==> config.mk <==
export PLATFORM = sky130hd
export DESIGN_NAME = axioma_pin_bist
export DESIGN_NICKNAME = d
export VERILOG_FILES = /design/src/rtl/axioma_bist_pkg.sv /design/src/rtl/axioma_bist_vec_ram.sv /design/src/rtl/axioma_pin_bist.sv
export SDC_FILE = /design/constraint.sdc
export NUM_CORES = 1
export LEC_CHECK = 0
export BUFFER_PORTS_ARGS = -buffer_cell sky130_fd_sc_hd__buf_2
export CAP_MARGIN = 15
export CORE_UTILIZATION = 30
export CTS_BUF_LIST = sky130_fd_sc_hd__clkbuf_4 sky130_fd_sc_hd__clkbuf_8 sky130_fd_sc_hd__clkbuf_16
export DETAILED_ROUTE_END_ITERATION = 8
export GPL_TIMING_DRIVEN = 0
export REMOVE_ABC_BUFFERS = 1
export SYNTH_ARGS = -nofsm -noshare
export SYNTH_HDL_FRONTEND = slang
export SYNTH_HIERARCHICAL = 1
export SYNTH_SLANG_ARGS = --single-unit
export TNS_END_PERCENT = 1
==> constraint.sdc <==
create_clock -name clk_ext -period 3.56 [get_ports clk_ext]
set_clock_uncertainty 0.1 [all_clocks]
set_input_delay 0.178 -clock clk_ext [delete_from_list [all_inputs] [get_ports clk_ext]]
set_output_delay 0.178 -clock clk_ext [all_outputs]
set_load 0.02 [all_outputs]
==> src/rtl/axioma_bist_pkg.sv <==
// Shared types for the pin BIST: sequencer states, vector record, MISR polynomial.
// Latency: n/a (types and one pure function only).
// Backpressure: n/a.
package axioma_bist_pkg;

  // Widest pin bank the vector record can describe.
  localparam int MAX_CH = 16;

  // x^16 + x^12 + x^5 + 1; the x^16 term is implicit.
  localparam logic [15:0] MISR_POLY = 16'h1021;

  typedef enum logic [2:0] {
    ST_IDLE,
    ST_APPLY,
    ST_SETTLE,
    ST_CHECK,
    ST_NEXT,
    ST_DONE
  } bist_state_e;

  typedef struct packed {
    logic [MAX_CH-1:0] stim;
    logic [MAX_CH-1:0] exp;
    logic [MAX_CH-1:0] mask;
  } bist_vec_t;

  // One MISR step. Feedback taps come from the polynomial shifted down one bit
  // (x^12 -> sig[11], x^5 -> sig[4]) plus the top bit for x^16.
  function automatic logic [15:0] misr_step(input logic [15:0] sig,
                                            input logic [15:0] sample);
    logic fb;
    fb = sig[15] ^ (^(sig & (MISR_POLY >> 1)));
    return {sig[14:0], fb} ^ sample;
  endfunction

endpackage

==> src/rtl/axioma_bist_vec_ram.sv <==
// Vector table: NUM_VEC entries of {stim, exp, mask}, CHANNELS bits per field.
// Latency: write lands on the clock edge, read is combinational.
// Backpressure: none; the caller gates writes. Contents are never reset.
module axioma_bist_vec_ram #(
  parameter int CHANNELS = 8,
  parameter int NUM_VEC  = 8,
  parameter int AW       = $clog2(NUM_VEC),
  parameter int DW       = 3 * CHANNELS
) (
  input  logic          clk_i,
  input  logic          wr_en_i,
  input  logic [AW-1:0] wr_addr_i,
  input  logic [DW-1:0] wr_dat_i,
  input  logic [AW-1:0] rd_addr_i,
  output logic [DW-1:0] rd_dat_o
);

  logic [DW-1:0] mem_q [NUM_VEC];

  // Table storage survives reset so a run can be repeated after an abort.
  always_ff @(posedge clk_i) begin
    if (wr_en_i) mem_q[wr_addr_i] <= wr_dat_i;
  end

  assign rd_dat_o = mem_q[rd_addr_i];

endmodule

==> src/rtl/axioma_pin_bist.sv <==
// Pin BIST sequencer: apply vector -> settle -> poll masked compare -> next; AXIOMA_BIST_MISR_EN adds a signature.
// Latency: per vector 1 + settle_cycles + polls (1..timeout_cycles+1) + 1 cycles; dut_in seen 2 cycles late.
// Backpressure: start and table writes are dropped while busy; results held until the next accepted start.
module axioma_pin_bist
  import axioma_bist_pkg::*;
#(
  parameter int CHANNELS = 8,
  parameter int NUM_VEC  = 8,
  parameter int SETTLE_W = 16,
  parameter int TMO_W    = 16
) (
  input  logic                       clk_ext,
  input  logic                       reset_ext_n,
  input  logic                       start,
  input  logic [$clog2(NUM_VEC):0]   vec_count,
  input  logic [SETTLE_W-1:0]        settle_cycles,
  input  logic [TMO_W-1:0]           timeout_cycles,
  input  logic                       vec_wr_en,
  input  logic [$clog2(NUM_VEC)-1:0] vec_wr_addr,
  input  logic [CHANNELS-1:0]        vec_wr_stim,
  input  logic [CHANNELS-1:0]        vec_wr_exp,
  input  logic [CHANNELS-1:0]        vec_wr_mask,
  input  logic [CHANNELS-1:0]        dut_in,
  output logic [CHANNELS-1:0]        stim_out,
  output logic                       busy,
  output logic                       done,
  output logic                       pass,
  output logic [7:0]                 err_count,
  output logic [$clog2(NUM_VEC)-1:0] first_fail_idx,
  output logic [15:0]                signature
);

  localparam int AW  = $clog2(NUM_VEC);
  localparam int VCW = AW + 1;

  bist_state_e          state_q;
  logic [AW-1:0]        idx_q;
  logic [SETTLE_W-1:0]  settle_q;
  logic [TMO_W-1:0]     poll_q;
  logic [CHANNELS-1:0]  stim_q;
  logic                 busy_q;
  logic                 done_q;
  logic                 pass_q;
  logic [7:0]           err_q;
  logic [AW-1:0]        ffi_q;
  logic [CHANNELS-1:0]  sync1_q;
  logic [CHANNELS-1:0]  sync2_q;

  logic [3*CHANNELS-1:0] rd_dat;
  bist_vec_t             cur_vec;
  logic [VCW-1:0]        eff_cnt_d;
  logic [VCW-1:0]        idx_inc_d;
  logic [7:0]            err_inc_d;
  logic                  match_d;
  logic                  start_acc_d;
  logic                  unused_vec_hi;

  axioma_bist_vec_ram #(
    .CHANNELS (CHANNELS),
    .NUM_VEC  (NUM_VEC)
  ) u_vec_ram (
    .clk_i     (clk_ext),
    .wr_en_i   (vec_wr_en & ~busy_q),
    .wr_addr_i (vec_wr_addr),
    .wr_dat_i  ({vec_wr_stim, vec_wr_exp, vec_wr_mask}),
    .rd_addr_i (idx_q),
    .rd_dat_o  (rd_dat)
  );

  // Unpack the current table row into the zero-extended vector record.
  always_comb begin
    cur_vec = '0;
    cur_vec.stim[CHANNELS-1:0] = rd_dat[3*CHANNELS-1 -: CHANNELS];
    cur_vec.exp[CHANNELS-1:0]  = rd_dat[2*CHANNELS-1 -: CHANNELS];
    cur_vec.mask[CHANNELS-1:0] = rd_dat[CHANNELS-1:0];
  end

  // Lanes above CHANNELS are always zero and deliberately left unread.
  assign unused_vec_hi = ^{cur_vec.stim, cur_vec.exp, cur_vec.mask};

  // Run bookkeeping: effective vector count, last-vector test, saturating error bump, compare.
  always_comb begin
    eff_cnt_d = vec_count;
    if (vec_count == '0) begin
      eff_cnt_d = VCW'(1);
    end else if (vec_count > VCW'(NUM_VEC)) begin
      eff_cnt_d = VCW'(NUM_VEC);
    end
    idx_inc_d   = {1'b0, idx_q} + VCW'(1);
    err_inc_d   = (err_q == 8'hFF) ? err_q : err_q + 8'd1;
    match_d     = (((sync2_q ^ cur_vec.exp[CHANNELS-1:0]) & cur_vec.mask[CHANNELS-1:0]) == '0);
    start_acc_d = start && ((state_q == ST_IDLE) || (state_q == ST_DONE));
  end

  // Two-flop synchroniser for the asynchronous response pins.
  always_ff @(posedge clk_ext or negedge reset_ext_n) begin
    if (!reset_ext_n) begin
      sync1_q <= '0;
      sync2_q <= '0;
    end else begin
      sync1_q <= dut_in;
      sync2_q <= sync1_q;
    end
  end

  // Sequencer with registered status outputs.
  always_ff @(posedge clk_ext or negedge reset_ext_n) begin
    if (!reset_ext_n) begin
      state_q  <= ST_IDLE;
      idx_q    <= '0;
      settle_q <= '0;
      poll_q   <= '0;
      stim_q   <= '0;
      busy_q   <= 1'b0;
      done_q   <= 1'b0;
      pass_q   <= 1'b0;
      err_q    <= '0;
      ffi_q    <= '0;
    end else begin
      case (state_q)
        ST_IDLE, ST_DONE: begin
          if (start_acc_d) begin
            state_q <= ST_APPLY;
            busy_q  <= 1'b1;
            done_q  <= 1'b0;
            pass_q  <= 1'b0;
            err_q   <= '0;
            ffi_q   <= '0;
            idx_q   <= '0;
          end
        end
        ST_APPLY: begin
          stim_q   <= cur_vec.stim[CHANNELS-1:0];
          settle_q <= settle_cycles;
          poll_q   <= '0;
          state_q  <= (settle_cycles == '0) ? ST_CHECK : ST_SETTLE;
        end
        ST_SETTLE: begin
          settle_q <= settle_q - SETTLE_W'(1);
          if (settle_q == SETTLE_W'(1)) state_q <= ST_CHECK;
        end
        ST_CHECK: begin
          if (match_d) begin
            state_q <= ST_NEXT;
          end else if (poll_q < timeout_cycles) begin
            poll_q <= poll_q + TMO_W'(1);
          end else begin
            err_q   <= err_inc_d;
            if (err_q == '0) ffi_q <= idx_q;
            state_q <= ST_NEXT;
          end
        end
        ST_NEXT: begin
          idx_q <= idx_q + AW'(1);
          if (idx_inc_d == eff_cnt_d) begin
            state_q <= ST_DONE;
            stim_q  <= '0;
            busy_q  <= 1'b0;
            done_q  <= 1'b1;
            pass_q  <= (err_q == '0);
          end else begin
            state_q <= ST_APPLY;
          end
        end
        default: state_q <= ST_IDLE;
      endcase
    end
  end

`ifdef AXIOMA_BIST_MISR_EN
  logic [15:0] sig_q;
  logic [15:0] sample_d;

  // Masked sample, zero-extended to the MISR width.
  always_comb begin
    sample_d = '0;
    sample_d[CHANNELS-1:0] = sync2_q & cur_vec.mask[CHANNELS-1:0];
  end

  // Fold every compare cycle into the signature; cleared by an accepted start.
  always_ff @(posedge clk_ext or negedge reset_ext_n) begin
    if (!reset_ext_n) begin
      sig_q <= '0;
    end else if (start_acc_d) begin
      sig_q <= '0;
    end else if (state_q == ST_CHECK) begin
      sig_q <= misr_step(sig_q, sample_d);
    end
  end

  assign signature = sig_q;
`else
  assign signature = '0;
`endif

  assign stim_out       = stim_q;
  assign busy           = busy_q;
  assign done           = done_q;
  assign pass           = pass_q;
  assign err_count      = err_q;
  assign first_fail_idx = ffi_q;

endmodule

# Yosys cells after proc, flatten, opt, wreduce, memory -nomap -nowiden
# Memories as Yosys holds them, arrays and structs flattened.
# Cells that the tools add are included.
[totals] register_bits=76 latch_bits=0 mem_bits_rw=192 romBits=0 inputBits=75 out_inout_bits=38 word_cells=97 memories=1
[classes] add_sub_neg=5 n_mul=0 div_mod_pow=0 magnitude_cmp=2 eq_ne=17 shifts=0 n_mux=36 n_bitwise=4 reduce_logical=20
[mem_list] memory="u_vec_ram.mem_q" words=8 word_bits=24 read_ports=1 rd_clocked_by_memory_dff=0 wr=1 line_no="axioma_bist_vec_ram.sv:18" source="logic [DW-1:0] mem_q [NUM_VEC];"
[op_table] operator="16-bit one-hot mux with 2 select lines" n=2
[op_table] operator="8-bit two-way mux" n=5
[op_table] operator="16-bit two-way mux" n=2
[op_table] operator="8-bit one-hot mux with 2 select lines" n=2
[op_table] operator="3-bit two-way mux" n=9
[op_table] operator="16-bit by 1-bit adder with 16-bit output, second input constant" n=1
[op_table] operator="16-bit by 1-bit == test with 1-bit output, second input constant" n=1
[op_table] operator="16-bit zero test" n=1
[op_table] operator="8-bit zero test" n=2
[op_table] operator="16-bit less-than comparator" n=1
[op_table] operator="2-bit inequality test, second input constant" n=8
[op_table] operator="16-bit by 1-bit subtractor with 16-bit output, second input constant" n=1
[op_table] operator="3-bit one-hot mux with 5 select lines" n=1
[op_table] operator="3-bit one-hot mux with 2 select lines" n=2
[op_table] operator="5-bit AND reduction" n=2
[op_table] operator="2-bit nonzero test" n=5
[op_table] operator="3-bit AND reduction" n=3
[op_table] operator="8-bit by 1-bit adder with 8-bit output, second input constant" n=1
[op_table] operator="8-bit bitwise AND" n=1
[op_table] operator="8-bit == test, second input constant" n=1
[op_table] operator="1-bit two-way mux" n=8
[op_table] operator="4-bit two-way mux" n=2
[op_table] operator="8-bit XOR" n=1
[op_table] operator="3-bit by 2-bit == test with 1-bit output, second input constant" n=2
[op_table] operator="other kinds (16)" n=20

# Logic depth before layout (Yosys ltp)
# Gate-level depths: netlist of the first run.
[depth] ltp_word=6 depth_mapped=12 ltp_nobuf=8

# By module
# Netlist of the first run, hierarchy kept.
[modules_own_cells] module="axioma_bist_vec_ram" instances=1 cells_each=290 area_per_inst_um2=7317.0 seq_area_each_um2=5765.5
[modules_own_cells] module="axioma_pin_bist" instances=1 cells_each=499 area_per_inst_um2=4550.6 seq_area_each_um2=1901.8

# Least setup slack after synthesis of the first run
# Ideal clock, no wire load.
[synth_timing] path_type="flip-flop to flip-flop" from="reg idx_q[0]" to="reg poll_q[15]" setup_ps=126 arrival_ps=2839 t_required_ps=3334 path_slack_ps=495 stages_incl_launch_ff=11 path_buffers=2 synth_period_minus_slack_ps=3065 path_cell_list="dfrtp_1 -> buf_2 -> mux4_2 -> mux2_4 -> xor2_1 -> a22oi_2 -> nand4_4 -> and4_4 -> buf_6 -> and3_1 -> a221o_1"
[synth_between] elab_chain_cells=6
[synth_rtl] item="start: declaration" line_no="axioma_pin_bist.sv:37" source="logic [AW-1:0] idx_q;"
[synth_rtl] item="start signal: assignment" line_no="axioma_pin_bist.sv:154" source="idx_q <= idx_q + AW'(1);"
[synth_rtl] item="memory read 8 x 24 bit"
[synth_rtl] item="via rd_dat[12]" line_no="axioma_pin_bist.sv:49" source="logic [3*CHANNELS-1:0] rd_dat;"
[synth_rtl] item="8-bit XOR" line_no="axioma_pin_bist.sv:91" source="match_d = (((sync2_q ^ cur_vec.exp[CHANNELS-1:0]) & cur_vec.mask[CHANNELS-1:0]) == '0);"
[synth_rtl] item="8-bit bitwise AND" line_no="axioma_pin_bist.sv:91"
[synth_rtl] item="8-bit zero test" line_no="axioma_pin_bist.sv:91"
[synth_rtl] item="2-bit inequality test (no source line)"
[synth_rtl] item="3-bit AND reduction (no source line)"
[synth_rtl] item="end signal: assignment" line_no="axioma_pin_bist.sv:146" source="poll_q <= poll_q + TMO_W'(1);"
[synth_rtl] item="end: declaration" line_no="axioma_pin_bist.sv:39" source="logic [TMO_W-1:0] poll_q;"
# The timed path passes the listed nets, and every way through them passes these cells.
# A chain may end at the register's enable or synchronous reset.

# Worst setup path in the final report of the first run
[layout_timing] from="reg idx_q[2]" to="reg poll_q[15]"
# Same word-level chain as after synthesis.

==> flow_metrics.tcl, run 1 <==
set metrics [dict create \
    synth_seq_area_share 0.646 \
    yosysMostFrequentCell "edfxtp_1" \
    total_power_mw 9.61 \
    finalNetCount 1051 \
    synth_area_per_cell_um2 15.0 \
    gp_congestion 0.792 \
    grt_use_total 0.132 \
    start_util 0.306 \
    antenna_left 0 \
    grt_antenna_before_repair 1 \
    crit_type "flop to flop" \
    status "finished, final reports clean" \
    ys_dominant_reg_cell "edfxtp_1" \
    grt_pass1_wl_um 41600 \
    peakVddDrop_v 0.000371 \
    synth.area.top_cells "edfxtp_1 49%, dfrtp_1 16%, mux4_2 9.1%" \
    num_vias 7178 \
    rows 72 \
    clkLatencyLatePin_ns 0.58 \
    cts-buffers-inserted 28 \
    viasPerCell 4.80 \
    ios 113 \
    io_buffers 96 \
    syn-cell-area_um2 11900 \
    period_minus_slack_ns 3.35 \
    grt_overflow 0 \
    synth_cells 789 \
    grt_use_met1 0.172 \
    post_drt_wl_per_cell_um 17.6 \
    die_w_um 201 \
    tightest_slew_ns 0.911 \
    grt_most_used_layer "met2" \
    met2_usage 0.224 \
    max_freq_ghz 0.299 \
    hold_violations 0 \
    wirelength_um 26300 \
    maxCapViolations 0 \
    core_um2 38800 \
    p_leak_nw 5.40 \
    synth_cell_types 73 \
    hold_ws_ns 0.0283 \
    synth_top_cell_area_share 0.486 \
    critPathMaxFanout 32 \
    final_cells 1496 \
    first_global_vias 7238 \
    dieArea_um2 40400 \
    slew_headroom 0.391 \
    dp_hpwl_um 16700 \
    die_h_um 201 \
    area.growth.synth_to_final_pct 23.1 \
    grt_max_degree 61 \
    clk_pin_slew_ns 0.06 \
    finalCritPeriodShare 0.940 \
    grt_setup_unrepaired "false" \
    cts_tree "built" \
    clockRootBuffer "clkbuf_16" \
    synth_warnings 6 \
    fin_util 0.376 \
    synth_edf_count 192 \
    clkSinkCount 268 \
    drc 0 \
    setup_viol 0 \
    met3_usage 0.0266 \
    synth_seq_cells 268 \
    drtIter0Drc 396 \
    h-tree-depth 1 \
    min_path_type "primary input to flop" \
    firstDrtPassIters 4 \
    nFillCells 3659 \
    dpl_cell_area_um2 13100 \
    cp.required_ns 3.89 \
    synth_common_cells "192 x edfxtp_1, 76 x dfrtp_1, 48 x mux4_2" \
    dp_cells 1386 \
    synth_top_area_cell "edfxtp_1" \
    arrival_ns 3.68 \
    cts_buffer_depth 3 \
    layout-drive-gt1-share 0.277 \
    endpoint_kind "flop" \
    async_reset_ff_frac 0.284 \
    maxSlewViolCount 0 \
    design_area_um2 14600 \
    powerDensity_nw_per_um2 658 \
    start_kind "flop" \
]
-- layer usage --
layer | routed length (um) | vias to the layer above
met2 | 12800 | 166
met4 | 507 | 0
li1 | - | 3364
met5 | 0 | -
met1 | 11700 | 3608
met3 | 1220 | 40
-- state kept, by name (all words and copies together) (netlist names) --
name,count
idx_q,3
sync1_q,8
err_count,8
pass,1
stim_out,8
done,1
u_vec_ram/mem_q,192
settle_q,16
state_q,3
busy,1
poll_q,16
first_fail_idx,3
sync2_q,8
-- power breakdown --
group | internal (mW) | switching, mW | total, mW
logic | 1.26 | 1.59 | 2.85
clock network | 1.65 | 1.21 | 2.85
registers | 3.62 | 0.285 | 3.91
-- cell type report --
type | count | area (um2) | area share
Antenna cell | 1 | 2.50 | 0.000171
Clock buffer | 43 | 851 | 0.0582
Clock inverter | 9 | 65.1 | 0.00445
Inverter | 36 | 135 | 0.00925
Multi-Input combinational cell | 450 | 3850 | 0.263
Sequential cell | 268 | 7680 | 0.525
Tap cell | 518 | 648 | 0.0444
Timing Repair Buffer | 171 | 1390 | 0.0950
-- worst paths after layout --
kind	end	cells past startpoint	slack, ns	from
worst max-delay path	poll_q[15]	9	0.21	idx_q[2]
worst min-delay path	busy	3	0.03	start
worst max register to register	poll_q[15]	9	0.21	idx_q[2]
worst min register to register	sync2_q[2]	0	0.24	sync1_q[2]
max in group asynchronous	sync1_q[6]	3	2.01	reset_ext_n
min in group asynchronous	stim_out[1]	3	0.08	reset_ext_n
-- cell families (layout without fill, tap and decap cells) --
| kind of cell | after synthesis | in the layout | synth area share |
|---|---|---|---|
| flops | 268 | 268 | 0.646 |
| simple gates | 174 | 174 | 0.0768 |
| compound gates | 150 | 150 | 0.0840 |
| buf+inv | 86 | 259 | 0.0403 |
| mux | 74 | 74 | 0.119 |
| fa+ha+maj | 21 | 21 | 0.0221 |
| xor+xnor | 15 | 15 | 0.0111 |
| other cells | 1 | 17 | 0.000316 |
-- worst max-delay path: stages, from the launching register on --
cell and delay (ns):
dfrtp_4 0.67, buf_12 0.29, mux4_2 0.32, mux2_4 0.28, xor2_1 0.18, a22oi_2 0.30
nand4_4 0.28, and4_4 0.33, and3_1 0.19, a221o_1 0.25
-- stage by stage --
stage,worst slack [ns],setup TNS (ns)
after detailed placement,-0.0814,-0.286
after global routing,0.108,0
final,0.213,0
after floorplan,-0.859,-22.73
after global placement,-2.25,-143.64
after CTS,0.0228,0
-- placed cells by master (no fill, tap or decap), types with 4 or more instances in the layout --
cell type,instances
xor2_1,10
buf_2,95
and4_1,4
mux2_4,12
buf_6,7
mux4_2,48
xnor2_1,5
o21ai_1,4
conb_1,16
clkbuf_8,6
a22oi_2,4
and3_1,12
nand2b_1,6
nand4_1,5
o21a_1,8
dfrtp_1,73
or3_1,4
clkbuf_4,9
nor2_1,31
edfxtp_1,192
clkinv_2,4
nor4_1,7
nand3_1,28
nor3_1,14
mux2_2,12
nor2_4,6
o32ai_1,4
clkinv_1,4
a21oi_1,47
buf_12,7
clkbuf_16,28
a21o_1,4
nand2_1,35
o21ai_0,38
ha_1,21
dlygate4sd3_1,54
inv_1,36
-- repair_timing --
item | in CTS | in global routing
setup endpoints to repair | 8 | 8
setup buffers | 0 | 2
hold buffers | 54 | 0
cloned | 1 | 0
hold endpoints to repair | 299 | 0
gates resized for setup | 1 | 1
pin swaps | 0 | 0
No activity file was read; power rests on OpenSTA's default activity.
==> inputs of run 2 (changes only) <==
--- a/config.mk
+++ b/config.mk
@@ -12,6 +12,7 @@
 export DETAILED_ROUTE_END_ITERATION = 8
 export GPL_TIMING_DRIVEN = 0
 export REMOVE_ABC_BUFFERS = 1
+export SETUP_SLACK_MARGIN = 0.3
 export SYNTH_ARGS = -nofsm -noshare
 export SYNTH_HDL_FRONTEND = slang
 export SYNTH_HIERARCHICAL = 1
==> flow_metrics.tcl, run 2 (synthesized netlist as in run 1, its figures left out) <==
set metrics [dict create \
    status "finished, final reports clean" \
    hold_ws_ns 0.0248 \
    start_util 0.306 \
    design_area_um2 14800 \
    slew_headroom 0.395 \
    critPathMaxFanout 10 \
    setup_viol 0 \
    cts-buffers-inserted 28 \
    maxSlewViolCount 0 \
    gp_congestion 0.792 \
    arrival_ns 3.50 \
    hold_violations 0 \
    grt_use_total 0.133 \
    reg_top3 "u_vec_ram/mem_q x192, poll_q x16, settle_q x16" \
    min_path_type "primary input to flop" \
    maxCapViolations 0 \
    grt_pass1_wl_um 42000 \
    drtIter0Drc 372 \
    viasPerCell 4.79 \
    grt_overflow 0 \
    area.growth.synth_to_final_pct 24.7 \
    die_h_um 201 \
    final_cells 1512 \
    final_common_cell "edfxtp_1" \
    multi_input_area_um2 3860 \
    clockRootBuffer "clkbuf_16" \
    grt_max_degree 61 \
    max_freq_ghz 0.315 \
    antenna_left 0 \
    seq_area_um2 7680 \
    clk_pin_slew_ns 0.06 \
    first_global_vias 7300 \
    post_drt_wl_per_cell_um 17.9 \
    rows 72 \
    dpl_cell_area_um2 13100 \
    nFillCells 3640 \
    p_leak_nw 5.50 \
    cts_buffer_depth 3 \
    total_power_mw 9.79 \
    die_w_um 201 \
    cp.required_ns 3.89 \
    finalNetCount 1067 \
    h-tree-depth 1 \
    firstDrtPassIters 4 \
    peakVddDrop_v 0.000376 \
    wirelength_um 27000 \
    clkSinkCount 268 \
    dp_hpwl_um 16700 \
    regMostFlops "u_vec_ram/mem_q" \
    start_kind "flop" \
    grt_setup_unrepaired "false" \
    tightest_slew_ns 0.904 \
    dp_cells 1386 \
    core_um2 38800 \
    cts_tree "built" \
    final_cell_mix "192 x edfxtp_1, 95 x buf_2, 73 x dfrtp_1" \
    crit_type "flop to flop" \
    num_vias 7244 \
    largest_register_ffs 192 \
    finalCritPeriodShare 0.892 \
    fin_util 0.381 \
    drc 0 \
    clkLatencyLatePin_ns 0.58 \
    endpoint_kind "flop" \
    io_buffers 96 \
    layout-drive-gt1-share 0.290 \
    grt_antenna_before_repair 1 \
    powerDensity_nw_per_um2 662 \
    dieArea_um2 40400 \
    period_minus_slack_ns 3.17 \
    ios 113 \
]
run 2: critical path, cell delays in order (launching register included):
cell	delay, ns
dfrtp_4	0.53
buf_16	0.17
mux4_2	0.49
mux2_4	0.28
xor2_1	0.18
a22oi_2	0.27
nand4_4	0.26
and4_4	0.32
and3_1	0.17
a221o_1	0.26
run 2: layer usage:
layer / part of all wire / track usage
met1: 0.45 / 0.174
met2: 0.49 / 0.226
met3: 0.040 / 0.0266
met4: 0.021 / 0.0335
met5: 0 / 0
run 2: area by class of cell:
class / count / area share
multi-input cells: 451 / 0.261
clock inverters: 9 / 0.00440
flip-flops and latches: 268 / 0.519
repair buffers: 186 / 0.106
well taps: 518 / 0.0438
clock buffers: 43 / 0.0575
inverters: 36 / 0.00913
diodes: 1 / 0.000169
run 2: what timing repair did:
item	4_1_cts	5_1_grt
hold endpoints to repair	299	0
setup buffers	8	6
hold buffers	54	0
endpoints found under the setup margin	29	26
cloned	2	3
resized for setup	2	3
pin swaps	2	4
run 2: stage by stage:
stage / setup WS (ns) / TNS [ns]
2_1_floorplan: -0.859 / -22.73
3_3_place_gp: -2.25 / -143.64
3_5_place_dp: -0.0814 / -0.286
4_1_cts: 0.301 / 0
5_1_grt: 0.300 / 0
6_report: 0.385 / 0
run 2: report_power, final:
part	internal [mW]	switching, mW
clock	1.65	1.20
sequential	3.62	0.289
combinational	1.39	1.64
run 2: worst paths after layout:
path                              from          end  slack, ns  depth (start not counted)
max in group asynchronous  reset_ext_n   sync1_q[6]       2.02                          3
max                           idx_q[0]   poll_q[15]       0.39                          9
min                              start         busy       0.02                          3
min reg2reg                 sync1_q[2]   sync2_q[2]       0.24                          0
min in group asynchronous  reset_ext_n  stim_out[1]       0.08                          3
max reg2reg                   idx_q[0]   poll_q[15]       0.39                          9
==> inputs of run 3 (changes only) <==
--- a/config.mk
+++ b/config.mk
@@ -7,12 +7,14 @@
 export LEC_CHECK = 0
 export BUFFER_PORTS_ARGS = -buffer_cell sky130_fd_sc_hd__buf_2
 export CAP_MARGIN = 15
+export CORE_ASPECT_RATIO = 0.8
 export CORE_UTILIZATION = 30
 export CTS_BUF_LIST = sky130_fd_sc_hd__clkbuf_4 sky130_fd_sc_hd__clkbuf_8 sky130_fd_sc_hd__clkbuf_16
 export DETAILED_ROUTE_END_ITERATION = 8
 export GPL_TIMING_DRIVEN = 0
 export REMOVE_ABC_BUFFERS = 1
 export SETUP_SLACK_MARGIN = 0.3
+export SLEW_MARGIN = 20
 export SYNTH_ARGS = -nofsm -noshare
 export SYNTH_HDL_FRONTEND = slang
 export SYNTH_HIERARCHICAL = 1
==> flow_metrics.tcl, run 3 (synthesized netlist as in run 1, its figures left out) <==
set metrics [dict create \
    status "finished, final reports clean" \
    clockRootBuffer "clkbuf_16" \
    crit_family "compound AO/OA/AOI/OAI gates" \
    cpPeakStageDelay_ns 0.50 \
    crit_chain "buf_8, mux4_2, mux2_4, xor2_1, a22oi_2, nand4_4, o21ai_4, nor2_1, a41o_1" \
    grt_overflow 0 \
    area.growth.synth_to_final_pct 24.3 \
    tightest_slew_ns 0.811 \
    max_freq_ghz 0.316 \
    peakVddDrop_v 0.000389 \
    powerDensity_nw_per_um2 672 \
    reg_top3 "u_vec_ram/mem_q x192, poll_q x16, settle_q x16" \
    nFillCells 3600 \
    rows 64 \
    grt_antenna_before_repair 1 \
    h-tree-depth 1 \
    grt_max_degree 41 \
    start_kind "flop" \
    maxSlewViolCount 0 \
    p_leak_nw 5.46 \
    grt_setup_unrepaired "false" \
    largest_register_ffs 192 \
    hold_ws_ns 0.0553 \
    ios 113 \
    period_minus_slack_ns 3.16 \
    cp.required_ns 3.89 \
    die_h_um 180 \
    slew_headroom 0.459 \
    arrival_ns 3.49 \
    die_w_um 224 \
    start_util 0.307 \
    dieArea_um2 40400 \
    core_um2 38600 \
    hold_violations 0 \
    maxCapViolations 0 \
    drtIter0Drc 527 \
    final_common_cell "edfxtp_1" \
    min_path_type "primary input to flop" \
    slowest_stage "mux4_2" \
    crit_buf_inv 1 \
    finalCritPeriodShare 0.888 \
    firstDrtPassIters 5 \
    post_drt_wl_per_cell_um 17.9 \
    dpl_cell_area_um2 13100 \
    clkLatencyLatePin_ns 0.54 \
    regMostFlops "u_vec_ram/mem_q" \
    dp_hpwl_um 17400 \
    crit_type "flop to flop" \
    layout-drive-gt1-share 0.284 \
    num_vias 7240 \
    cts_tree "built" \
    wirelength_um 27000 \
    finalNetCount 1057 \
    cts-buffers-inserted 29 \
    finalSetupTns_ns 0 \
    final_cell_mix "192 x edfxtp_1, 95 x buf_2, 73 x dfrtp_1" \
    grt_pass1_wl_um 42300 \
    clkSinkCount 268 \
    clk_pin_slew_ns 0.06 \
    drc 0 \
    endpoint_kind "flop" \
    design_area_um2 14700 \
    cts_buffer_depth 3 \
    setup_viol 0 \
    first_global_vias 7275 \
    diodes 0 \
    io_buffers 96 \
    antenna_left 0 \
    grt_use_total 0.134 \
    viasPerCell 4.79 \
    gp_congestion 0.774 \
    critPathMaxFanout 9 \
]
[run 3: metal layers]
layer	part of all wire	up-vias	global-route usage
met5	0.00063	-	0
met4	0.022	2	0.0373
met3	0.038	40	0.0191
met2	0.48	159	0.223
met1	0.46	3662	0.182
li1	-	3377	-
[run 3: final timing paths]
kind / slack, ns / to / from / cells past startpoint
setup reg to reg: 0.40 / first_fail_idx[1] / idx_q[0] / 9
min in group asynchronous: 0.08 / settle_q[9] / reset_ext_n / 2
max in group asynchronous: 2.65 / err_count[5] / reset_ext_n / 3
setup / recovery: 0.40 / first_fail_idx[1] / idx_q[0] / 9
hold / removal: 0.06 / pass / vec_count[3] / 5
hold reg to reg: 0.25 / sync2_q[4] / sync1_q[4] / 0
[run 3: cell type report]
cell class                      count  area (um2)  share of cell area
Tap cell                          528         661              0.0448
Clock buffer                       38         793              0.0538
Inverter                           36         135             0.00916
Timing Repair Buffer              174        1430              0.0966
Clock inverter                     16         188              0.0127
Sequential cell                   268        7680               0.520
Multi-Input combinational cell    452        3870               0.262
[run 3: timing repair]
action | in CTS | in global routing
endpoints found under the setup margin | 29 | 22
hold buffers | 53 | 0
pin swaps | 2 | 6
hold endpoints to repair | 290 | 0
gates cloned | 0 | 3
setup buffers | 5 | 2
resized for setup | 1 | 4
[run 3: report_power, final]
group	total [mW]	switching, mW	leakage [nW]	internal (mW)
sequential	3.94	0.316	2.68	3.62
combinational	2.92	1.62	2.29	1.30
clock	3.04	1.18	0.492	1.86
[run 3: worst min-delay path, stage by stage]
cell	delay, ns
buf_2	0.13
xnor2_1	0.14
nor4_2	0.07
nand3_1	0.08
nand2_1	0.05
[run 3: stage by stage]
step,std cells,util,setup WS (ns),power [mW]
finish,1512,0.382,0.399,9.90
global route,1512,0.382,0.300,10.4
CTS,1507,0.380,0.307,9.90
detailed placement,1395,0.339,-0.168,6.70
global placement,1378,0.330,-2.12,6.63
floorplan,754,-,-0.859,5.87
